## config.mk

```make
export PLATFORM = sky130hd
export DESIGN_NAME = instruction_fetch_flat
export DESIGN_NICKNAME = d
export VERILOG_FILES = /design/src/rtl/instruction_fetch_if.sv /design/src/rtl/instruction_fetch.sv /design/src/flat_wrapper.sv
export SDC_FILE = /design/constraint.sdc
export NUM_CORES = 1
export LEC_CHECK = 0
export CAP_MARGIN = 20
export CELL_PAD_IN_SITES_DETAIL_PLACEMENT = 0
export CELL_PAD_IN_SITES_GLOBAL_PLACEMENT = 1
export CORE_AREA = 5 5 143 145
export DETAILED_ROUTE_END_ITERATION = 16
export DIE_AREA = 0 0 148 150
export PLACE_DENSITY_LB_ADDON = 0.1
export SKIP_CTS_REPAIR_TIMING = 1
export SLEW_MARGIN = 20
export SYNTH_ARGS = -nofsm -noshare
export SYNTH_HDL_FRONTEND = slang
export SYNTH_SLANG_ARGS = --single-unit
```

## constraint.sdc

```tcl
create_clock -name clk -period 3.55 [get_ports clk]
set_input_delay 0.5325 -clock clk [delete_from_list [all_inputs] [get_ports clk]]
set_output_delay 0.5325 -clock clk [all_outputs]
set_load 0.01 [all_outputs]
```

## src/rtl/instruction_fetch_if.sv

```systemverilog
// Fetch-unit bus: redirect input, instruction-memory read port, decode handshake
// and the accepted-instruction counter.
interface instruction_fetch_if #(
    parameter int ADDR_WIDTH = 8,
    parameter int WORD_SIZE  = 32
);
    logic                  redirect_valid;
    logic [ADDR_WIDTH-1:0] redirect_addr;
    logic                  imem_rd_en;
    logic [ADDR_WIDTH-1:0] imem_addr;
    logic [WORD_SIZE-1:0]  imem_data;
    logic                  instr_valid;
    logic                  instr_ready;
    logic [WORD_SIZE-1:0]  instr;
    logic [ADDR_WIDTH-1:0] instr_pc;
    logic [31:0]           fetch_count;

    modport master (
        input  redirect_valid, redirect_addr, imem_data, instr_ready,
        output imem_rd_en, imem_addr, instr_valid, instr, instr_pc, fetch_count
    );

    modport slave (
        output redirect_valid, redirect_addr, imem_data, instr_ready,
        input  imem_rd_en, imem_addr, instr_valid, instr, instr_pc, fetch_count
    );
endinterface

```

## src/rtl/instruction_fetch.sv

```systemverilog
// Instruction fetch: sequential PC, one-cycle synchronous imem, 2-entry output FIFO.
// Define IFETCH_PERF_CNT_EN to build the saturating accepted-instruction counter.
module instruction_fetch #(
    parameter int                    ADDR_WIDTH = 8,
    parameter int                    WORD_SIZE  = 32,
    parameter logic [ADDR_WIDTH-1:0] RESET_ADDR = '0
) (
    input logic               clk,
    input logic               reset,
    instruction_fetch_if.master bus
);
    logic [ADDR_WIDTH-1:0]            pc;
    logic [ADDR_WIDTH-1:0]            infl_pc;
    logic                             infl;
    logic [1:0]                       count;
    logic [1:0][WORD_SIZE-1:0]        q_instr;
    logic [1:0][ADDR_WIDTH-1:0]       q_pc;
    logic                             pop;
    logic                             push;
    logic                             issue;
    logic [2:0]                       occ;
    logic                             unused_addr_lsbs;

    assign unused_addr_lsbs = ^bus.redirect_addr[1:0];

    assign pop  = (count != 2'd0) && bus.instr_ready;
    assign push = infl;
    assign occ  = {1'b0, count} + {2'b00, infl};
    // Issue only if the response is guaranteed a free slot next cycle.
    assign issue = !reset && !bus.redirect_valid && (occ < (3'd2 + {2'b00, pop}));

    assign bus.imem_rd_en  = issue;
    assign bus.imem_addr   = pc;
    assign bus.instr_valid = (count != 2'd0);
    assign bus.instr       = q_instr[0];
    assign bus.instr_pc    = q_pc[0];

    always_ff @(posedge clk or posedge reset) begin
        if (reset) begin
            pc      <= RESET_ADDR;
            infl_pc <= '0;
            infl    <= 1'b0;
            count   <= 2'd0;
            q_instr <= '0;
            q_pc    <= '0;
        end else if (bus.redirect_valid) begin
            pc    <= {bus.redirect_addr[ADDR_WIDTH-1:2], 2'b00};
            infl  <= 1'b0;
            count <= 2'd0;
        end else begin
            infl <= issue;
            if (issue) begin
                pc      <= pc + ADDR_WIDTH'(4);
                infl_pc <= pc;
            end
            // Shift FIFO: entry 0 is always the head.
            unique case ({push, pop})
                2'b10: begin
                    if (count == 2'd0) begin
                        q_instr[0] <= bus.imem_data;
                        q_pc[0]    <= infl_pc;
                    end else begin
                        q_instr[1] <= bus.imem_data;
                        q_pc[1]    <= infl_pc;
                    end
                    count <= count + 2'd1;
                end
                2'b01: begin
                    q_instr[0] <= q_instr[1];
                    q_pc[0]    <= q_pc[1];
                    count      <= count - 2'd1;
                end
                2'b11: begin
                    if (count == 2'd1) begin
                        q_instr[0] <= bus.imem_data;
                        q_pc[0]    <= infl_pc;
                    end else begin
                        q_instr[0] <= q_instr[1];
                        q_pc[0]    <= q_pc[1];
                        q_instr[1] <= bus.imem_data;
                        q_pc[1]    <= infl_pc;
                    end
                end
                default: ;
            endcase
        end
    end

`ifdef IFETCH_PERF_CNT_EN
    logic [31:0] perf_cnt;

    // A pop overridden by a redirect is not an accepted instruction.
    always_ff @(posedge clk or posedge reset) begin
        if (reset)
            perf_cnt <= '0;
        else if (pop && !bus.redirect_valid && (perf_cnt != 32'hFFFF_FFFF))
            perf_cnt <= perf_cnt + 32'd1;
    end

    assign bus.fetch_count = perf_cnt;
`else
    assign bus.fetch_count = '0;
`endif
endmodule
```

## src/flat_wrapper.sv

```systemverilog
// flat-port wrapper written by rule: the top's interface ports become plain ports
module instruction_fetch_flat 
#(
    parameter int                    ADDR_WIDTH = 8,
    parameter int                    WORD_SIZE  = 32,
    parameter logic [ADDR_WIDTH-1:0] RESET_ADDR = '0
)
  (clk, reset, bus_redirect_valid, bus_redirect_addr, bus_imem_data, bus_instr_ready, bus_imem_rd_en, bus_imem_addr, bus_instr_valid, bus_instr, bus_instr_pc, bus_fetch_count);
  instruction_fetch_if #(.ADDR_WIDTH(ADDR_WIDTH), .WORD_SIZE(WORD_SIZE)) bus_i ();
  input logic clk;
  input logic reset;
  input wire logic [$bits(bus_i.redirect_valid)-1:0] bus_redirect_valid;
  input wire logic [$bits(bus_i.redirect_addr)-1:0] bus_redirect_addr;
  input wire logic [$bits(bus_i.imem_data)-1:0] bus_imem_data;
  input wire logic [$bits(bus_i.instr_ready)-1:0] bus_instr_ready;
  output wire logic [$bits(bus_i.imem_rd_en)-1:0] bus_imem_rd_en;
  output wire logic [$bits(bus_i.imem_addr)-1:0] bus_imem_addr;
  output wire logic [$bits(bus_i.instr_valid)-1:0] bus_instr_valid;
  output wire logic [$bits(bus_i.instr)-1:0] bus_instr;
  output wire logic [$bits(bus_i.instr_pc)-1:0] bus_instr_pc;
  output wire logic [$bits(bus_i.fetch_count)-1:0] bus_fetch_count;
  assign bus_i.redirect_valid = bus_redirect_valid;
  assign bus_i.redirect_addr = bus_redirect_addr;
  assign bus_i.imem_data = bus_imem_data;
  assign bus_i.instr_ready = bus_instr_ready;
  assign bus_imem_rd_en = bus_i.imem_rd_en;
  assign bus_imem_addr = bus_i.imem_addr;
  assign bus_instr_valid = bus_i.instr_valid;
  assign bus_instr = bus_i.instr;
  assign bus_instr_pc = bus_i.instr_pc;
  assign bus_fetch_count = bus_i.fetch_count;
  instruction_fetch #(.ADDR_WIDTH(ADDR_WIDTH), .WORD_SIZE(WORD_SIZE), .RESET_ADDR(RESET_ADDR)) u_core (.clk(clk), .reset(reset), .bus(bus_i));
endmodule
```

Word-level counts from Yosys, hierarchy flattened
Index checks and enable logic that the tools add are counted.
{"block": "word_totals", "register_bits": 99, "inputBits": 44, "out_inout_bits": 82, "word_cells": 53}
{"block": "op_classes", "n_addsub": 5, "magnitude_cmp": 1, "eq_ne": 7, "n_mux": 17, "n_bitwise": 1, "reduce_logical": 14}
{"op": "two-way mux 32 bit", "n": 4}
{"op": "one-hot mux 32 bit (3 select lines)", "n": 1}
{"op": "one-hot mux 32 bit (2 select lines)", "n": 1}
{"op": "two-way mux 8 bit", "n": 6}
{"op": "one-hot mux 8 bit (3 select lines)", "n": 1}
{"op": "one-hot mux 8 bit (2 select lines)", "n": 1}
{"op": "adder 8 x 3 -> 8 bit (second input constant)", "n": 1}
{"op": "nonzero test 2 bit", "n": 3}
{"op": "nonzero test 3 bit", "n": 2}
{"op": "equality test 2 x 1 -> 1 bit (second input constant)", "n": 2}
{"op": "equality test 2 bit (second input constant)", "n": 2}
{"op": "inequality test 2 bit (second input constant)", "n": 2}
{"op": "one-hot mux 2 bit (2 select lines)", "n": 1}
{"op": "AND reduction 4 bit", "n": 1}
{"op": "adder 2 x 1 -> 3 bit", "n": 1}
{"op": "adder 2 x 1 -> 3 bit (first input constant)", "n": 1}
{"op": "logical AND 1 bit", "n": 3}
{"op": "< comparator 3 bit", "n": 1}
{"op": "AND reduction 3 bit", "n": 1}
{"op": "adder 2 x 1 -> 2 bit (second input constant)", "n": 1}
{"op": "logical NOT 1 bit", "n": 2}
{"op": "logical NOT 2 bit", "n": 1}
{"op": "two-way mux 2 bit", "n": 1}
{"op": "inequality test 2 x 1 -> 1 bit (second input constant)", "n": 1}
{"op": "4 further kinds", "n": 4}

Logic depth before layout (Yosys ltp)
Gate-level depths: netlist of run 1.
{"block": "depth", "depth_word": 7, "depth_mapped": 8}

Worst setup path after synthesis of run 1
No wires, ideal clock.
{"block": "synth_timing", "path_type": "register -> output", "from": "reg u_core.count[0]", "to": "out bus_imem_rd_en", "arrival_time_ns": 1.345, "t_required_ns": 3.017, "setup_slack_ns": 1.673, "stages_incl_launch_ff": 5, "n_path_buf": 0, "path_cell_list": "dfrtp_1 -> ha_1 -> nor3b_4 -> o21a_4 -> nor2b_1"}
{"block": "synth_between", "elab_chain_cells": 5}
{"element": "start, declared", "line": "instruction_fetch.sv:15", "source": "logic [1:0] count;"}
{"element": "start signal, assigned", "line": "instruction_fetch.sv:66", "source": "count <= count + 2'd1;"}
{"element": "start signal, assigned", "line": "instruction_fetch.sv:71", "source": "count <= count - 2'd1;"}
{"element": "nonzero test 2 bit", "line": "instruction_fetch.sv:26", "source": "assign pop = (count != 2'd0) && bus.instr_ready;"}
{"element": "logical AND 1 bit", "line": "instruction_fetch.sv:26"}
{"element": "adder 2 x 1 -> 3 bit", "line": "instruction_fetch.sv:30", "source": "assign issue = !reset && !bus.redirect_valid && (occ < (3'd2 + {2'b00, pop}));"}
{"element": "< comparator 3 bit *", "line": "instruction_fetch.sv:30"}
{"element": "logical AND 1 bit *", "line": "instruction_fetch.sv:30"}
{"element": "end, declared", "line": "flat_wrapper.sv:16", "source": "output wire logic [$bits(bus_i.imem_rd_en)-1:0] bus_imem_rd_en;"}
Mark *: on every way between the ends. The rest lies on a longest branch, timed or not.

Final worst setup path of run 1
{"block": "layout_timing", "from": "reg u_core.infl", "to": "out bus_imem_rd_en"}
{"block": "layout_between", "elab_chain_cells": 3}
{"element": "start, declared", "line": "instruction_fetch.sv:14", "source": "logic infl;"}
{"element": "start signal, assigned", "line": "instruction_fetch.sv:51", "source": "infl <= issue;"}
{"element": "adder 2 x 1 -> 3 bit", "line": "instruction_fetch.sv:28", "source": "assign occ = {1'b0, count} + {2'b00, infl};"}
{"element": "< comparator 3 bit", "line": "instruction_fetch.sv:30"}
{"element": "logical AND 1 bit", "line": "instruction_fetch.sv:30"}
No other way between the ends.

==> impl_results.md, run 1 <==
- Area contributors post-synth: dfrtp_1, buf_4, mux2_2
- Clock Latency Late Sink: around 340 ps
- RR Startpoint: u_core.count[0]$_DFFE_PP0P_
- Post-Synthesis Cells: between 300 and 400
- Most used DFF post-synth: dfrtp_1
- Vias in the first global route: 3047
- Effective utilization at floorplan: 0.243
- Cells on Worst Hold Path: 1
- Most frequent cell after synthesis: dfrtp_1
- Chip Height: 150 um
- Rows: 51
- Die width: 148 um
- TritonCTS clock tree: built
- R2R setup slack: approximately 1300 ps
- Crit Path Max Fanout: 7
- Final Hold Fails: 0
- Via Count: 2726
- Leak: around 2.6 nW
- Final Hold Slack: 502 ps
- Worst slew pin tran: 807 ps
- Iter 0 DRT Violations: 93
- Largest net degree at the start of global routing: 60
- Fraction of layout cells with a size suffix above 1: 0.167
- Max Clk Rate: 346 MHz
- Worst Skew: 7.83 ps
- Post-synthesis cell area: 0.00464 mm2
- Yosys top cell by area: dfrtp_1
- Cts bufs inserted: 9
- Final HPWL DP: approximately 6700 um
- Post-synth EDFFs: 0
- Final core utilization: 0.292
- Mean post-synth cell area: 11.7 um2
- Core area: 0.0191 mm2
- Worst Min Path Start: u_core.q_instr[43]$_DFFE_PP0P_
- Final setup fails: 0
- # diodes: 0
- DRC Markers: 0
- Commonest cells post-synth: dfrtp_1, buf_4, nor2_1, mux2_2, mux2i_1
- Arrival @ worst endpoint: around 2400 ps
- Number of library cell types mapped by synthesis: 35
- Initial antenna violation count: 0
- Flops & latches, synth: 91
- Longest Clk Path Bufs: 2
- FFs w/ async S/R, synth: 1.00
- Run status: finished, final reports clean
- Detail Route Antenna Nets: 0
- GP Congestion: just under 0.7
- Root buffer cell: clkbuf_16
- Worst hold path class: register to register
- Max Cap Viol: 0
- Crit path time final: ~2900 ps
- Clock Sinks: 91
- Grt total ovfl: 0
- Data required, critical path: between 3000 and 4000 ps
- Pins Over Slew Limit: 0
- Global Route Usage Sum: 0.0966
- Total negative slack: 0 ps
- Nets: 490
- CTS clk-pin slew, worst paths: 70 ps
- Pwr Density: 803 mW/mm2
- Worst R2R Path Depth: 6
- Yosys warns: 0
- Fill cells: 1997
- Vias per inst: approximately 4.0
- Sink of the worst hold path: u_core.q_instr[43]$_DFFE_PP0P_
- First-pass GRT wire length: around 17000 um
- Reg2reg end: u_core.q_instr[61]$_DFFE_PP0P_
- Post-synth top area share: 0.491
- Die area: 0.0222 mm2
- Worst IR Drop VDD: 226 uV
- Wirelength per Cell: 14.9 um
- Power Total: about 4.5 mW
- CP Class: register to primary output
- Relative slew slack: 0.462
- Seq/Total Area, Yosys: 0.491
- CP startpoint kind: register
- Tcrit/Tclk final: 0.815
- Worst setup EP type: primary output
- Unrepaired setup endpoints after global routing: false
- Drt first pass iters: 3
- H-tree level count: 3
- Synthesis-to-layout area growth: 20.1%
- IO Count: between 100 and 150
- # port buffers: slightly below 90
- Final wirelength: 10200 um
sequential cells by signal (all words and copies together) (netlist names):
| signal | count |
|---|---|
| u_core.bus.imem_addr | 6 |
| u_core.bus.instr | 32 |
| u_core.q_pc | 6 |
| u_core.infl | 1 |
| u_core.count | 2 |
| u_core.bus.instr_pc | 6 |
| u_core.infl_pc | 6 |
| u_core.q_instr | 32 |
placed cells by master (no fill, tap or decap), types with 3 or more instances in the layout:
master,instances
mux2i_1,40
nand2_1,6
mux2_2,41
clkdlybuf4s50_1,87
clkbuf_16,9
conb_1,36
xnor2_1,4
nor2_1,42
mux2_4,6
ha_1,5
o21ai_0,4
buf_4,3
dfrtp_1,91
o211ai_1,3
a21oi_1,38
inv_1,4
layout make-up:
type	count	area [um2]	share of cell area
clock buffers	12	256	0.0460
clock inverters	2	12.5	0.00224
inverters	5	21.3	0.00381
multi-input cells	242	1780	0.319
flip-flops and latches	91	2280	0.408
well taps	238	298	0.0534
repair buffers	92	933	0.167
metal layers:
| layer | up-vias | track usage | wire length [um] |
|---|---|---|---|
| met2 | 67 | 0.161 | 5010 |
| li1 | 1327 | - | - |
| met1 | 1321 | 0.118 | 4500 |
| met4 | 0 | 0.0323 | 175 |
| met3 | 11 | 0.0321 | 493 |
| met5 | - | 0 | 0 |
logic make-up (layout without fill, tap and decap cells):
kind of cell    count (synthesis)  count (layout)  synth area share
compound gates                 50              50            0.0620
xor+xnor                        6               6            0.0113
fa+ha+maj                       5               5            0.0135
buf+inv                        99             111             0.157
flops                          91              91             0.491
mux                            87              87             0.205
other cells                     1              36          0.000808
simple gates                   58              58            0.0593
through the flow:
stage | setup slack [ps] | instances | area, um2
after floorplan | 654 | 432 | 4770
after global placement | 729 | 668 | 5310
after detailed placement | 709 | 668 | 5310
after CTS | 601 | 682 | 5580
after global routing | 498 | 682 | 5580
final | 658 | 682 | 5580
worst max path at each step:
stage	end	cells after the start	start
6_report	bus_imem_rd_en	5	u_core.infl$_DFF_PP0_
5_1_grt	bus_imem_rd_en	5	u_core.infl$_DFF_PP0_
4_1_cts	bus_imem_rd_en	5	u_core.infl$_DFF_PP0_
3_5_place_dp	bus_imem_rd_en	5	bus_instr_ready
3_3_place_gp	bus_imem_rd_en	5	bus_instr_ready
2_1_floorplan	u_core.bus.imem_addr[2]$_DFFE_PP0P_	1	reset
power by group:
| group | switching (mW) | total, mW | internal (mW) |
|---|---|---|---|
| logic | 0.769 | 1.77 | 1.01 |
| registers | 0.280 | 1.80 | 1.52 |
| clock network | 0.398 | 0.903 | 0.505 |
critical path: stages (launching register included):
cell	delay [ps]
dfrtp_1	530
ha_1	320
nor3b_4	290
o21a_4	190
nor2b_1	140
clkdlybuf4s50_1	540
Note: power is estimated with default switching activity, not from simulation.
==> run 2: changes to the inputs <==
- clock period: 3.55 -> 2.7 ns (I/O delays scaled with it)
==> run 2 against run 1 <==
Effect of this change:
- critical path depth up 1
- register-to-register slack worse by 660 ps
- core utilization up 0.22 points
- hold slack better by 1.3 ps
- clock power up 31%
- global-route usage down 0.14 points
- non-clock buffer count up 7
- via count up 2.2%
- sequential power up 31%
- sequential cell count unchanged
- count of clock-buffer cells in the layout down 1
- cell count up 1.0%
==> impl_results.md, run 2 (synthesized netlist as in run 1, its figures left out) <==
- Run status: finished, final reports clean
- CP Class: register to primary output
- Wirelength per Cell: around 15 um
- TritonCTS clock tree: built
- Cells on Worst Hold Path: 1
- Worst slew pin tran: 696 ps
- Detail Route Antenna Nets: 0
- Non-filler cells, final: 689
- Initial antenna violation count: 0
- IO Count: about 130
- Worst hold path class: register to register
- Crit path time final: between 2000 and 2500 ps
- Drt first pass iters: 4
- First-pass GRT wire length: 16400 um
- Worst Skew: 3.33 ps
- Cts bufs inserted: 9
- CP startpoint kind: register
- Pwr Density: approximately 1100 mW/mm2
- Total negative slack: 0 ps
- Worst R2R Path Depth: 7
- Pins Over Slew Limit: 0
- Commonest non-fill, non-tap cells in the layout: dfrtp_1, clkdlybuf4s50_1, nor2_1
- Worst setup EP type: primary output
- Vias in the first global route: 3010
- Global Route Usage Sum: 0.0952
- Multi-input gate area: about 0.0018 mm2
- Largest net degree at the start of global routing: 53
- Data required, critical path: 2300 ps
- Die area: 0.0222 mm2
- Relative slew slack: 0.536
- Synthesis-to-layout area growth: 21.1%
- Vias per inst: 4.04
- Tcrit/Tclk final: 0.845
- Placed cell areas: around 0.0053 mm2
- Core area: ~0.019 mm2
- Nets: 497
- CTS clk-pin slew, worst paths: 60 ps
- Via Count: approximately 2800
- Reg2reg end: u_core.bus.instr[22]$_DFFE_PP0P_
- Final wirelength: 10100 um
- Final Hold Slack: 503 ps
- Longest Clk Path Bufs: 2
- Register Area: 0.00228 mm2
- DRC Markers: 0
- Number of placed cells counting well taps: 674
- Iter 0 DRT Violations: 82
- Fraction of layout cells with a size suffix above 1: 0.182
- Final setup fails: 0
- # port buffers: 87
- H-tree level count: 3
- R2R setup slack: 660 ps
- Final HPWL DP: 6910 um
- RR Startpoint: u_core.count[1]$_DFFE_PP0P_
- # diodes: 0
- Sink of the worst hold path: u_core.q_pc[11]$_DFFE_PP0P_
- Unrepaired setup endpoints after global routing: false
- Rows: 51
- Max Cap Viol: 0
- Effective utilization at floorplan: 0.243
- Grt total ovfl: 0
- Fill cells: roughly 2000
- Worst IR Drop VDD: about 330 uV
- Worst Min Path Start: u_core.q_pc[11]$_DFFE_PP0P_
- Design Area, Final: 0.00562 mm2
- Clock Sinks: 91
- Final Hold Fails: 0
- Root buffer cell: clkbuf_16
- Max Clk Rate: 438 MHz
- Arrival @ worst endpoint: 1880 ps
- GP Congestion: approximately 0.70
- Clock Latency Late Sink: 340 ps
- Crit Path Max Fanout: 5
- Leak: 2.60 nW
- Die width: 148 um
- Chip Height: about 150 um
- Most common cell after layout, fill and taps aside: dfrtp_1
==> run 2: cell count changes in the layout (fill, tap and decap cells not counted) <==
cell / before / now
clkdlybuf4s50_1: 87 / 86
dlymetal6s2s_1: 0 / 1
buf_4: 3 / 11
clkbuf_1: 1 / 0
clkinv_2: 1 / 3
inv_4: 1 / 0
buf_12: 2 / 1
==> run 2: stage by stage <==
| step | power [mW] | setup WS (ps) | utilization |
|---|---|---|---|
| 6_report | 5.91 | 418 | 0.295 |
| 5_1_grt | 6.37 | 289 | 0.295 |
| 4_1_cts | 6.05 | -44.4 | 0.294 |
| 3_5_place_dp | 4.82 | 251 | 0.280 |
| 3_3_place_gp | 4.77 | 228 | 0.280 |
| 2_1_floorplan | 4.22 | 882 | - |
==> run 2: power breakdown <==
part           switching, mW  internal, mW
sequential             0.350          2.00
clock                  0.521         0.660
combinational           1.02          1.35
==> run 2: per-layer routing <==
metal | share of wire | track usage | vias up
met4 | 0.015 | 0.0374 | 0
met2 | 0.48 | 0.154 | 66
li1 | - | - | 1340
met1 | 0.45 | 0.119 | 1368
met3 | 0.055 | 0.0297 | 11
met5 | 0 | 0 | -
==> run 2: critical path, cell delays in order (launching register included) <==
cell and delay [ps]:
dfrtp_1 430, ha_1 220, ha_1 270, inv_1 80, o21a_4 240, nor2b_1 120, dlymetal6s2s_1 180
==> run 2: how the worst max path moves through the flow <==
stage	start	end	slack, ps	depth (start not counted)
detailed placement	bus_instr_ready	bus_imem_rd_en	250	5
global placement	bus_instr_ready	bus_imem_rd_en	230	5
floorplan	u_core.count[0]$_DFFE_PP0P_	u_core.bus.imem_addr[3]$_DFFE_PP0P_	880	5
CTS	u_core.count[0]$_DFFE_PP0P_	bus_imem_rd_en	-40	6
global route	u_core.count[0]$_DFFE_PP0P_	bus_imem_rd_en	290	6
finish	u_core.count[0]$_DFFE_PP0P_	bus_imem_rd_en	420	6
==> run 2: area by class of cell <==
type / count / share of cell area
Sequential cell: 91 / 0.405
Multi-Input combinational cell: 242 / 0.316
Timing Repair Buffer: 99 / 0.174
Tap cell: 238 / 0.0530
Clock buffer: 11 / 0.0450
Inverter: 5 / 0.00401
Clock inverter: 3 / 0.00267
